===== src/rtl/freq_meter.sv =====
// rtl/freq_meter.sv - gate-window frequency and peak meter with adaptive hysteresis threshold
module freq_meter #(
    parameter int unsigned CLK_FREQ    = 50000000,
    parameter int unsigned GATE_CYCLES = CLK_FREQ,
    parameter int unsigned HYST        = 4
) (
    input  logic        clk,
    input  logic        rst,
    input  logic        en,
    input  logic [5:0]  sample,
    input  logic        sample_valid,
    output logic [31:0] freq,
    output logic [5:0]  amp_max,
    output logic [5:0]  amp_min,
    output logic        done,
    output logic        low_amp,
    output logic        ovf
);

    typedef enum logic {
        ST_CAL  = 1'b0,
        ST_MEAS = 1'b1
    } state_t;

    localparam logic [31:0] GATE_LAST = 32'(GATE_CYCLES - 1);
    localparam logic [6:0]  HYST7     = 7'(HYST);
    localparam logic [6:0]  SPAN_MIN  = 7'(2 * HYST);
    localparam logic [31:0] EDGE_SAT  = 32'hFFFF_FFFF;

    // input stage
    logic [5:0]  sample_q, sample_d;
    logic        valid_q, valid_d;

    // window state
    state_t      state_q, state_d;
    logic [31:0] gate_q, gate_d;
    logic [31:0] edge_q, edge_d;
    logic        armed_q, armed_d;
    logic [5:0]  win_max_q, win_max_d;
    logic [5:0]  win_min_q, win_min_d;
    logic        win_ovf_q, win_ovf_d;
    logic        win_seen_q, win_seen_d;
    logic [5:0]  thr_q, thr_d;

    // registered results
    logic [31:0] freq_q, freq_d;
    logic [5:0]  amp_max_q, amp_max_d;
    logic [5:0]  amp_min_q, amp_min_d;
    logic        done_q, done_d;
    logic        low_amp_q, low_amp_d;
    logic        ovf_q, ovf_d;

    // hysteresis band around the current threshold, clamped to the 6-bit range
    logic [6:0]  thr7, lo7, hi7;
    logic [5:0]  lo, hi;
    assign thr7 = {1'b0, thr_q};
    assign lo7  = thr7 - HYST7;
    assign hi7  = thr7 + HYST7;
    assign lo   = (thr7 < HYST7) ? 6'd0 : lo7[5:0];
    assign hi   = (hi7 > 7'd63) ? 6'd63 : hi7[5:0];

    // this cycle's contribution folded into the running window statistics
    logic        arm_hit, edge_hit, edge_sat, cur_ovf, cur_seen, cur_low, win_end;
    logic [31:0] cur_edge;
    logic [5:0]  cur_max, cur_min, cur_span;
    logic [6:0]  mid_sum;
    assign arm_hit  = valid_q && (sample_q <= lo);
    assign edge_hit = valid_q && armed_q && (sample_q >= hi);
    assign edge_sat = (edge_q == EDGE_SAT);
    assign cur_edge = (edge_hit && !edge_sat) ? edge_q + 32'd1 : edge_q;
    assign cur_ovf  = win_ovf_q | (edge_hit & edge_sat);
    assign cur_max  = (valid_q && (sample_q > win_max_q)) ? sample_q : win_max_q;
    assign cur_min  = (valid_q && (sample_q < win_min_q)) ? sample_q : win_min_q;
    assign cur_seen = win_seen_q | valid_q;
    assign mid_sum  = {1'b0, cur_max} + {1'b0, cur_min};
    assign cur_span = cur_max - cur_min;
    // an empty window reports max=0/min=63, so it must be flagged explicitly
    assign cur_low  = !cur_seen || ({1'b0, cur_span} < SPAN_MIN);
    assign win_end  = (gate_q == GATE_LAST);

    // next-state: gate timing, crossing detection, CAL/MEAS sequencing and result latch
    always_comb begin
        sample_d   = sample;
        valid_d    = sample_valid;
        state_d    = state_q;
        gate_d     = gate_q;
        edge_d     = edge_q;
        armed_d    = armed_q;
        win_max_d  = win_max_q;
        win_min_d  = win_min_q;
        win_ovf_d  = win_ovf_q;
        win_seen_d = win_seen_q;
        thr_d      = thr_q;
        freq_d     = freq_q;
        amp_max_d  = amp_max_q;
        amp_min_d  = amp_min_q;
        done_d     = 1'b0;
        low_amp_d  = low_amp_q;
        ovf_d      = ovf_q;

        if (!en) begin
            state_d    = ST_CAL;
            gate_d     = 32'd0;
            edge_d     = 32'd0;
            armed_d    = 1'b0;
            win_max_d  = 6'd0;
            win_min_d  = 6'd63;
            win_ovf_d  = 1'b0;
            win_seen_d = 1'b0;
        end else begin
            gate_d = win_end ? 32'd0 : gate_q + 32'd1;

            // armed survives window boundaries so a crossing split across them is kept
            if (arm_hit) begin
                armed_d = 1'b1;
            end else if (edge_hit) begin
                armed_d = 1'b0;
            end

            if (win_end) begin
                if (cur_seen) begin
                    thr_d = mid_sum[6:1];
                end
                if (state_q == ST_MEAS) begin
                    freq_d    = cur_edge;
                    amp_max_d = cur_max;
                    amp_min_d = cur_min;
                    low_amp_d = cur_low;
                    ovf_d     = cur_ovf;
                    done_d    = 1'b1;
                end
                state_d    = ST_MEAS;
                edge_d     = 32'd0;
                win_max_d  = 6'd0;
                win_min_d  = 6'd63;
                win_ovf_d  = 1'b0;
                win_seen_d = 1'b0;
            end else begin
                edge_d     = cur_edge;
                win_max_d  = cur_max;
                win_min_d  = cur_min;
                win_ovf_d  = cur_ovf;
                win_seen_d = cur_seen;
            end
        end
    end

    // state registers with asynchronous reset
    always_ff @(posedge clk or posedge rst) begin
        if (rst) begin
            sample_q   <= 6'd0;
            valid_q    <= 1'b0;
            state_q    <= ST_CAL;
            gate_q     <= 32'd0;
            edge_q     <= 32'd0;
            armed_q    <= 1'b0;
            win_max_q  <= 6'd0;
            win_min_q  <= 6'd63;
            win_ovf_q  <= 1'b0;
            win_seen_q <= 1'b0;
            thr_q      <= 6'd32;
            freq_q     <= 32'd0;
            amp_max_q  <= 6'd0;
            amp_min_q  <= 6'd0;
            done_q     <= 1'b0;
            low_amp_q  <= 1'b0;
            ovf_q      <= 1'b0;
        end else begin
            sample_q   <= sample_d;
            valid_q    <= valid_d;
            state_q    <= state_d;
            gate_q     <= gate_d;
            edge_q     <= edge_d;
            armed_q    <= armed_d;
            win_max_q  <= win_max_d;
            win_min_q  <= win_min_d;
            win_ovf_q  <= win_ovf_d;
            win_seen_q <= win_seen_d;
            thr_q      <= thr_d;
            freq_q     <= freq_d;
            amp_max_q  <= amp_max_d;
            amp_min_q  <= amp_min_d;
            done_q     <= done_d;
            low_amp_q  <= low_amp_d;
            ovf_q      <= ovf_d;
        end
    end

    assign freq    = freq_q;
    assign amp_max = amp_max_q;
    assign amp_min = amp_min_q;
    assign done    = done_q;
    assign low_amp = low_amp_q;
    assign ovf     = ovf_q;

endmodule


===== config.mk =====
export PLATFORM = sky130hd
export DESIGN_NAME = freq_meter
export DESIGN_NICKNAME = d
export VERILOG_FILES = /design/src/rtl/freq_meter.sv
export SDC_FILE = /design/constraint.sdc
export NUM_CORES = 1
export LEC_CHECK = 0
export BUFFER_PORTS_ARGS = -buffer_cell sky130_fd_sc_hd__buf_4
export CAP_MARGIN = 25
export CELL_PAD_IN_SITES_DETAIL_PLACEMENT = 1
export CELL_PAD_IN_SITES_GLOBAL_PLACEMENT = 1
export CORE_AREA = 5 5 129 131
export CTS_CLUSTER_SIZE = 28
export DETAILED_ROUTE_END_ITERATION = 8
export DIE_AREA = 0 0 134 136
export PLACE_DENSITY_LB_ADDON = 0.2
export SLEW_MARGIN = 20
export SYNTH_ARGS = -nofsm -noshare
export SYNTH_HDL_FRONTEND = slang
export SYNTH_SLANG_ARGS = --single-unit

===== constraint.sdc =====
create_clock -name clk -period 5.71 [get_ports clk]
set_input_delay 0.8565 -clock clk [delete_from_list [all_inputs] [get_ports clk]]
set_output_delay 0.8565 -clock clk [all_outputs]
set_load 0.005 [all_outputs]

==> results.tsv, run 1 <==
stage	metric	value	unit
sta	worst slew pin tran	999	ps
layout	Area Growth Syn to Fin	16.9	%
power	Switching Fraction	25.2	%
power	total power	2.32	mW
sta	endpoints failing setup	0	
clocking	Num CTS Buffers	17	
detailed_routing	Starting DRT DRC Count	258	
clocking	Clock Sinks	140	
floorplanning	Die Area	18200	sq um
global_route	first-pass GRT wire length	30900	um
detailed_routing	DRC violations left	0	
layout	design area	8280	sq um
detailed_routing	WL final	18500	um
setup_path	Worst path slowest cell	or4_4	
floorplanning	# rows	46	
synthesis	cell taking the most area after synthesis	dfrtp_1	
floorplanning	core area	15500	sq um
setup_path	CP max stage delay	530	ps
setup_path	Worst setup SP type	flop	
synthesis	Post-synth top cells	dfrtp_1 (133), nor2_1 (94), nand2_1 (89)	
hold_path	worst hold-check path type	reg -> reg	
setup_path	end of the critical path	freq[27]	
detailed_routing	drt pass-1 iters	4	
detailed_routing	post-route ant nets	0	
power	PwrDens	280	nW/um^2
global_route	pin count of the biggest net entering global routing	93	
status	status	complete, no violations	
sta	setup TNS	0	ps
place	placed cell areas	7680	sq um
synthesis	FFs w/ async S/R, synth	100	%
clocking	cts hold-fix bufs	0	
place	RePlAce Congestion	0.895	
clocking	TritonCTS clock tree	yes	
synthesis	EDFF count, synth	0	
job	max-cap violation count	0	
setup_path	Crit Path Category	reg -> reg	
layout	nets	844	
power	sequential power share	43.9	%
setup_path	R2R Path Start	thr_q[2]	
sta	Tcrit/Tclk final	71.5	%
synthesis	Synth warnings	0	
clocking	H-tree depth	4	
setup_path	CP required	6050	ps
place	Final HPWL DP	13000	um
synthesis	net count after synthesis	792	
detailed_routing	vias per cell	5.58	
clocking	Reg clk slew, reported paths	60	ps
sta	max-slew violation count	0	
floorplanning	Die Width	134	um
detailed_routing	routed len/inst	18.5	um
synthesis	Synth top area share	47.0	%
setup_path	Max FO, Critical Path	8	
setup_path	r2r endpoint	freq[27]	
setup_path	r2r setup slk	1630	ps
global_route	number of global-route vias before repair	6009	
sta	Worst Hold Slack	481	ps
clocking	Root Driver	clkbuf_16	
synthesis	synth top area cells	dfrtp_1 (47%), ha_1 (6.5%), nor2_1 (5.0%)	
power	Combinational Power Share	8.6	%
clocking	# Post-CTS Setup Buffers	0	
clocking	post-cts resize count	0	
setup_path	worst-path cell chain	ha_1, nor2b_1, a22oi_1, nor2_1, a31oi_1, a21oi_1, nor3_1, ha_1, a21o_1, a21oi_1, o22ai_2, nand4_2, or4_4, or3_1, a31oi_1	
floorplanning	Die Y	136	um
place	port bufs	56	
synthesis	Cells after Synth	744	
setup_path	CP Launch Point	thr_q[2]	
setup_path	arrival time at the worst endpoint	4420	ps
power	P_int	1.73	mW
sta	skew final	10.5	ps
sta	unrepaired setup endpoints after global routing	no	
power	sw power	0.584	mW
power	Leak	3.81	nW
setup_path	Critical Path Sink Type	flop	
synthesis	distinct cell type count after synthesis	57	
global_route	initial antenna violation count	0	
synthesis	mapped cell area	7080	sq um
detailed_routing	via count	5575	
sta	Slew HR	33.1	%
synthesis	prevailing post-synth register cell	dfrtp_1	
global_route	grt ovf	0	
setup_path	r2r worst-path depth	15	
clocking	worst skew pair latency	420	ps
synthesis	Syn Area/Cell	9.52	sq um
power	VDD IR-drop max	0.000185	V
sta	post-layout minimum cycle time	4080	ps
layout	Ant. Diodes	0	
floorplanning	Initial Util	45.7	%
sta	fmax	245	MHz
synthesis	post-synthesis sequential area ratio	49.6	%
power	Clock power frac	47.4	%
global_route	GRT Util Overall	21.4	%
clocking	Max clock buf depth	2	
layout	share of post-route cells with drive strength above 1	14.7	%
synthesis	top-count cell post-synth	dfrtp_1	
floorplanning	IO Count	57	
sta	final hold vios	0	
synthesis	register bit total from synthesis	140	
logic make-up after synthesis:
family / synth area share [%]
simple gates: 21.8
flops: 49.6
compound gates: 9.35
buf+inv: 3.45
xor+xnor: 7.42
fa+ha+maj: 6.82
mux: 1.59
sequential cells by signal, indices dropped and copies added, names as in the netlist, 6 cells and up:
register and count:
amp_max 6, amp_min 6, win_min_q 6, win_max_q 6, sample_q 6, gate_q 32
edge_q 32, freq 32, thr_q 6
power by group through the flow:
stage                     combinational, mW  clock (mW)  sequential [mW]
final                                 0.200        1.10             1.02
after global routing                  0.223        1.17             1.02
after CTS                             0.202        1.12             1.02
after detailed placement              0.197           0             1.04
after global placement                0.189           0             1.04
after floorplan                       0.144           0             1.03
how the worst min path moves through the flow:
stage	from	endpoint	depth (start not counted)	slack (ps)
6_report	amp_max[5]	amp_max[5]	2	480
5_1_grt	amp_max[3]	amp_max[3]	2	500
4_1_cts	amp_max[3]	amp_max[3]	2	490
3_5_place_dp	amp_max[3]	amp_max[3]	2	470
3_3_place_gp	freq[1]	freq[1]	2	470
2_1_floorplan	win_ovf_q	win_ovf_q	2	450
cell type report:
| cell class | count | area (sq um) |
|---|---|---|
| Inverter | 35 | 136 |
| Multi-Input combinational cell | 542 | 3330 |
| Fill cell | 1771 | 7210 |
| Sequential cell | 140 | 3510 |
| Clock buffer | 19 | 443 |
| Timing Repair Buffer | 60 | 474 |
| Tap cell | 192 | 240 |
| Clock inverter | 12 | 136 |
cell usage in the layout (no fill, tap or decap), types with 9 or more instances in the layout:
cell type and count:
dfrtp_1 133, mux2i_1 9, o21ai_1 18, ha_1 37, buf_4 58, xor2_1 32, clkbuf_16 17, o21ai_0 41
a21oi_1 23, and3_1 13, nor4_1 10, nor3_1 12, nor2_1 94, nand3_1 36, nand4_1 15, nand2_1 89
inv_1 33, xnor2_1 28
per-stage QoR:
stage                     setup WS, ps  util (%)  instances
after floorplan                   1110         -        744
after global placement            2040      49.5        967
after detailed placement          1710      49.6        968
after CTS                         1670      53.4        999
after global routing              1440      53.5       1000
final                             1630      53.5       1000
worst max-delay path, delay by kind of cell (launching register included):
kind,cells,cell delay [ps]
compound gates,7,1340
fa+ha+maj,2,570
flops,1,440
simple gates,6,1630
routing by layer:
layer / vias up / share of wire [%] / wire (um) / global-route usage [%]
li1: 2642 / - / - / -
met1: 2818 / 44 / 8190 / 27.0
met2: 88 / 51 / 9430 / 37.0
met3: 27 / 3.0 / 556 / 3.81
met4: 0 / 1.9 / 344 / 7.77
met5: - / 0 / 0 / 0
Power figures use the tool's default switching activity.
==> run 2, diff against run 1 <==
--- a/config.mk
+++ b/config.mk
@@ -9,10 +9,10 @@
 export CAP_MARGIN = 25
 export CELL_PAD_IN_SITES_DETAIL_PLACEMENT = 1
 export CELL_PAD_IN_SITES_GLOBAL_PLACEMENT = 1
-export CORE_AREA = 5 5 129 131
+export CORE_AREA = 5 5 136 138
 export CTS_CLUSTER_SIZE = 28
 export DETAILED_ROUTE_END_ITERATION = 8
-export DIE_AREA = 0 0 134 136
+export DIE_AREA = 0 0 141 143
 export PLACE_DENSITY_LB_ADDON = 0.2
 export SLEW_MARGIN = 20
 export SYNTH_ARGS = -nofsm -noshare
==> constraint.sdc (replaced) <==
create_clock -name clk -period 3.6 [get_ports clk]
set_input_delay 0.54 -clock clk [delete_from_list [all_inputs] [get_ports clk]]
set_output_delay 0.54 -clock clk [all_outputs]
set_load 0.005 [all_outputs]
==> results.tsv, run 2 (synthesis gave the netlist of run 1 again) <==
stage	metric	value	unit	change
place	placed instance count	1025		+5.9%
clocking	cts hold-fix bufs	0		unchanged
floorplanning	# rows	48		+4.3%
global_route	GRT Util Overall	19.6	%	-1.8 points
clocking	Clock Sinks	140		unchanged
setup_path	critical path's most frequent cell	a21oi_1		
global_route	grt ovf	0		unchanged
setup_path	worst-path cell chain	ha_2, nor2b_2, a22oi_1, nor2_2, buf_4, a21oi_4, nor3_1, ha_1, a21o_1, a21oi_1, o22ai_2, nand4_2, or4_4, or3_1, a21oi_1		
setup_path	Max FO, Critical Path	7		-1
layout	Seq. cell area	3510	sq um	about the same
layout	nets	870		+3.1%
clocking	worst skew pair latency	430	ps	about the same
power	VDD IR-drop max	0.000331	V	+79%
hold_path	worst hold-check path type	in -> reg		
setup_path	Crit Path Category	reg -> reg		
setup_path	R2R Path Start	thr_q[2]		
power	Leak	3.94	nW	+3.5%
setup_path	critical path depth in cells	15		unchanged
setup_path	Critical Path Sink Type	flop		
setup_path	arrival time at the worst endpoint	3840	ps	-580 ps
clocking	H-tree depth	4		unchanged
sta	Worst Hold Slack	221	ps	-259 ps
setup_path	CP required	3940	ps	-2110 ps
detailed_routing	vias per cell	5.38		-3.5%
layout	Final Util	50.4	%	-3.0 points
clocking	Reg clk slew, reported paths	60	ps	about the same
sta	post-layout minimum cycle time	3510	ps	-576 ps
detailed_routing	post-route ant nets	0		unchanged
global_route	pin count of the biggest net entering global routing	95		+2.2%
layout	most common cell after layout, fill and taps aside	dfrtp_1		
sta	endpoints failing setup	0		unchanged
global_route	first-pass GRT wire length	31500	um	+1.8%
setup_path	CP delay by family, top	simple AND/OR/NAND/NOR gates		
status	status	complete, no violations		
layout	Ant. Diodes	0		unchanged
layout	Area Growth Syn to Fin	21.4	%	
sta	fmax	285	MHz	+16%
detailed_routing	DRC violations left	0		unchanged
sta	max-slew violation count	0		unchanged
setup_path	CP max stage delay	480	ps	-50 ps
detailed_routing	Starting DRT DRC Count	221		-14%
place	RePlAce Congestion	0.872		-2.6%
sta	worst slew pin tran	980	ps	-18.5 ps
sta	skew final	9.36	ps	-1.18 ps
layout	area of the multi-input gates	3390	sq um	+1.7%
setup_path	r2r setup slk	90	ps	-1530 ps
setup_path	end of the critical path	edge_q[27]		
hold_path	worst hold path cell count	1		-1
job	max-cap violation count	0		unchanged
setup_path	r2r worst-path depth	15		unchanged
place	port bufs	56		unchanged
sta	Tcrit/Tclk final	97.4	%	+26 points
floorplanning	Initial Util	41.5	%	-4.2 points
floorplanning	Die Width	141	um	+5.2%
detailed_routing	drt pass-1 iters	4		unchanged
global_route	initial antenna violation count	0		unchanged
power	PwrDens	437	nW/um^2	+56%
setup_path	Buf/Inv on CP	1		+1
clocking	Num CTS Buffers	17		unchanged
layout	commonest non-fill, non-tap cells in the layout	dfrtp_1 (131), nor2_1 (93), nand2_1 (89)		
floorplanning	Die Area	20200	sq um	+11%
floorplanning	core area	17100	sq um	+10%
layout	Layout fillers	1973		+11%
sta	final hold vios	0		unchanged
global_route	number of global-route vias before repair	6200		+3.2%
floorplanning	IO Count	57		unchanged
clocking	TritonCTS clock tree	yes		
setup_path	CP Launch Point	thr_q[2]		
detailed_routing	via count	5702		+2.3%
floorplanning	Die Y	143	um	+5.1%
setup_path	Worst setup SP type	flop		
detailed_routing	routed len/inst	17.8	um	-3.7%
power	total power	3.75	mW	+62%
clocking	Root Driver	clkbuf_16		
place	Final HPWL DP	13500	um	+4.0%
clocking	Max clock buf depth	2		unchanged
sta	Slew HR	34.0	%	+0.94 points
sta	setup TNS	0	ps	unchanged
layout	share of post-route cells with drive strength above 1	18.9	%	+4.2 points
detailed_routing	WL final	18900	um	+2.0%
layout	Finished Layout Cells	1060		+6.0%
setup_path	Worst path slowest cell	or4_4		
setup_path	r2r endpoint	edge_q[27]		
[run 2: cell count changes in the layout (fill, tap and decap cells not counted), moves of 2 or more]
cell      before  now
buf_4         58   84
clkbuf_8       1    5
inv_6          5    1
a21oi_1       23   21
buf_12         0    2
dfrtp_1      133  131
dfrtp_2        0    2
nor2b_1        7    5
nor2b_2        0    2
xor2_1        32   30
xor2_2         0    2
[run 2: worst min-delay path by stage]
| stage | from | end |
|---|---|---|
| 3_3_place_gp | amp_min[0] | amp_min[0] |
| 2_1_floorplan | win_ovf_q | win_ovf_q |
| 4_1_cts | sample_valid | valid_q |
| 3_5_place_dp | amp_min[5] | amp_min[5] |
| 5_1_grt | sample_valid | valid_q |
| 6_report | sample_valid | valid_q |
[run 2: worst register-to-register path, cell delays in order (launching register included)]
cell	delay, ps
dfrtp_2	450
ha_2	220
nor2b_2	170
a22oi_1	240
nor2_2	100
buf_4	160
a21oi_4	190
nor3_1	70
ha_1	300
a21o_1	120
a21oi_1	70
o22ai_2	190
nand4_2	130
or4_4	480
or3_1	350
a21oi_1	180
[run 2: power by group]
part           internal, mW  switching [mW]
clock                  1.11           0.677
combinational         0.141           0.208
sequential             1.60          0.0181
total                  2.85           0.902
[run 2: metal layers]
metal	wire length, um	share of wire, %	track usage [%]
met5	0	0	0
met4	486	2.6	7.39
met3	714	3.8	4.39
met2	9350	49	33.3
met1	8340	44	24.6
[run 2: metrics by stage]
| stage | cell area [sq um] | worst slack (ps) |
|---|---|---|
| floorplan | 7090 | 108 |
| global placement | 7910 | 259 |
| detailed placement | 7910 | 52.5 |
| CTS | 8520 | 36.6 |
| global route | 8600 | -100 |
| finish | 8600 | 94.0 |
[run 2: final cells by class]
type	instances	share of cell area, %
clock buffers	24	5.83
clock inverters	8	1.22
well taps	225	3.27
repair buffers	86	7.80
flip-flops and latches	140	40.9
inverters	35	1.57
multi-input cells	542	39.4
[run 2: repair_timing]
| item | in CTS | in global routing |
|---|---|---|
| resized for setup | 0 | 15 |
| setup buffers | 0 | 3 |
| endpoints found under the setup margin | 0 | 58 |
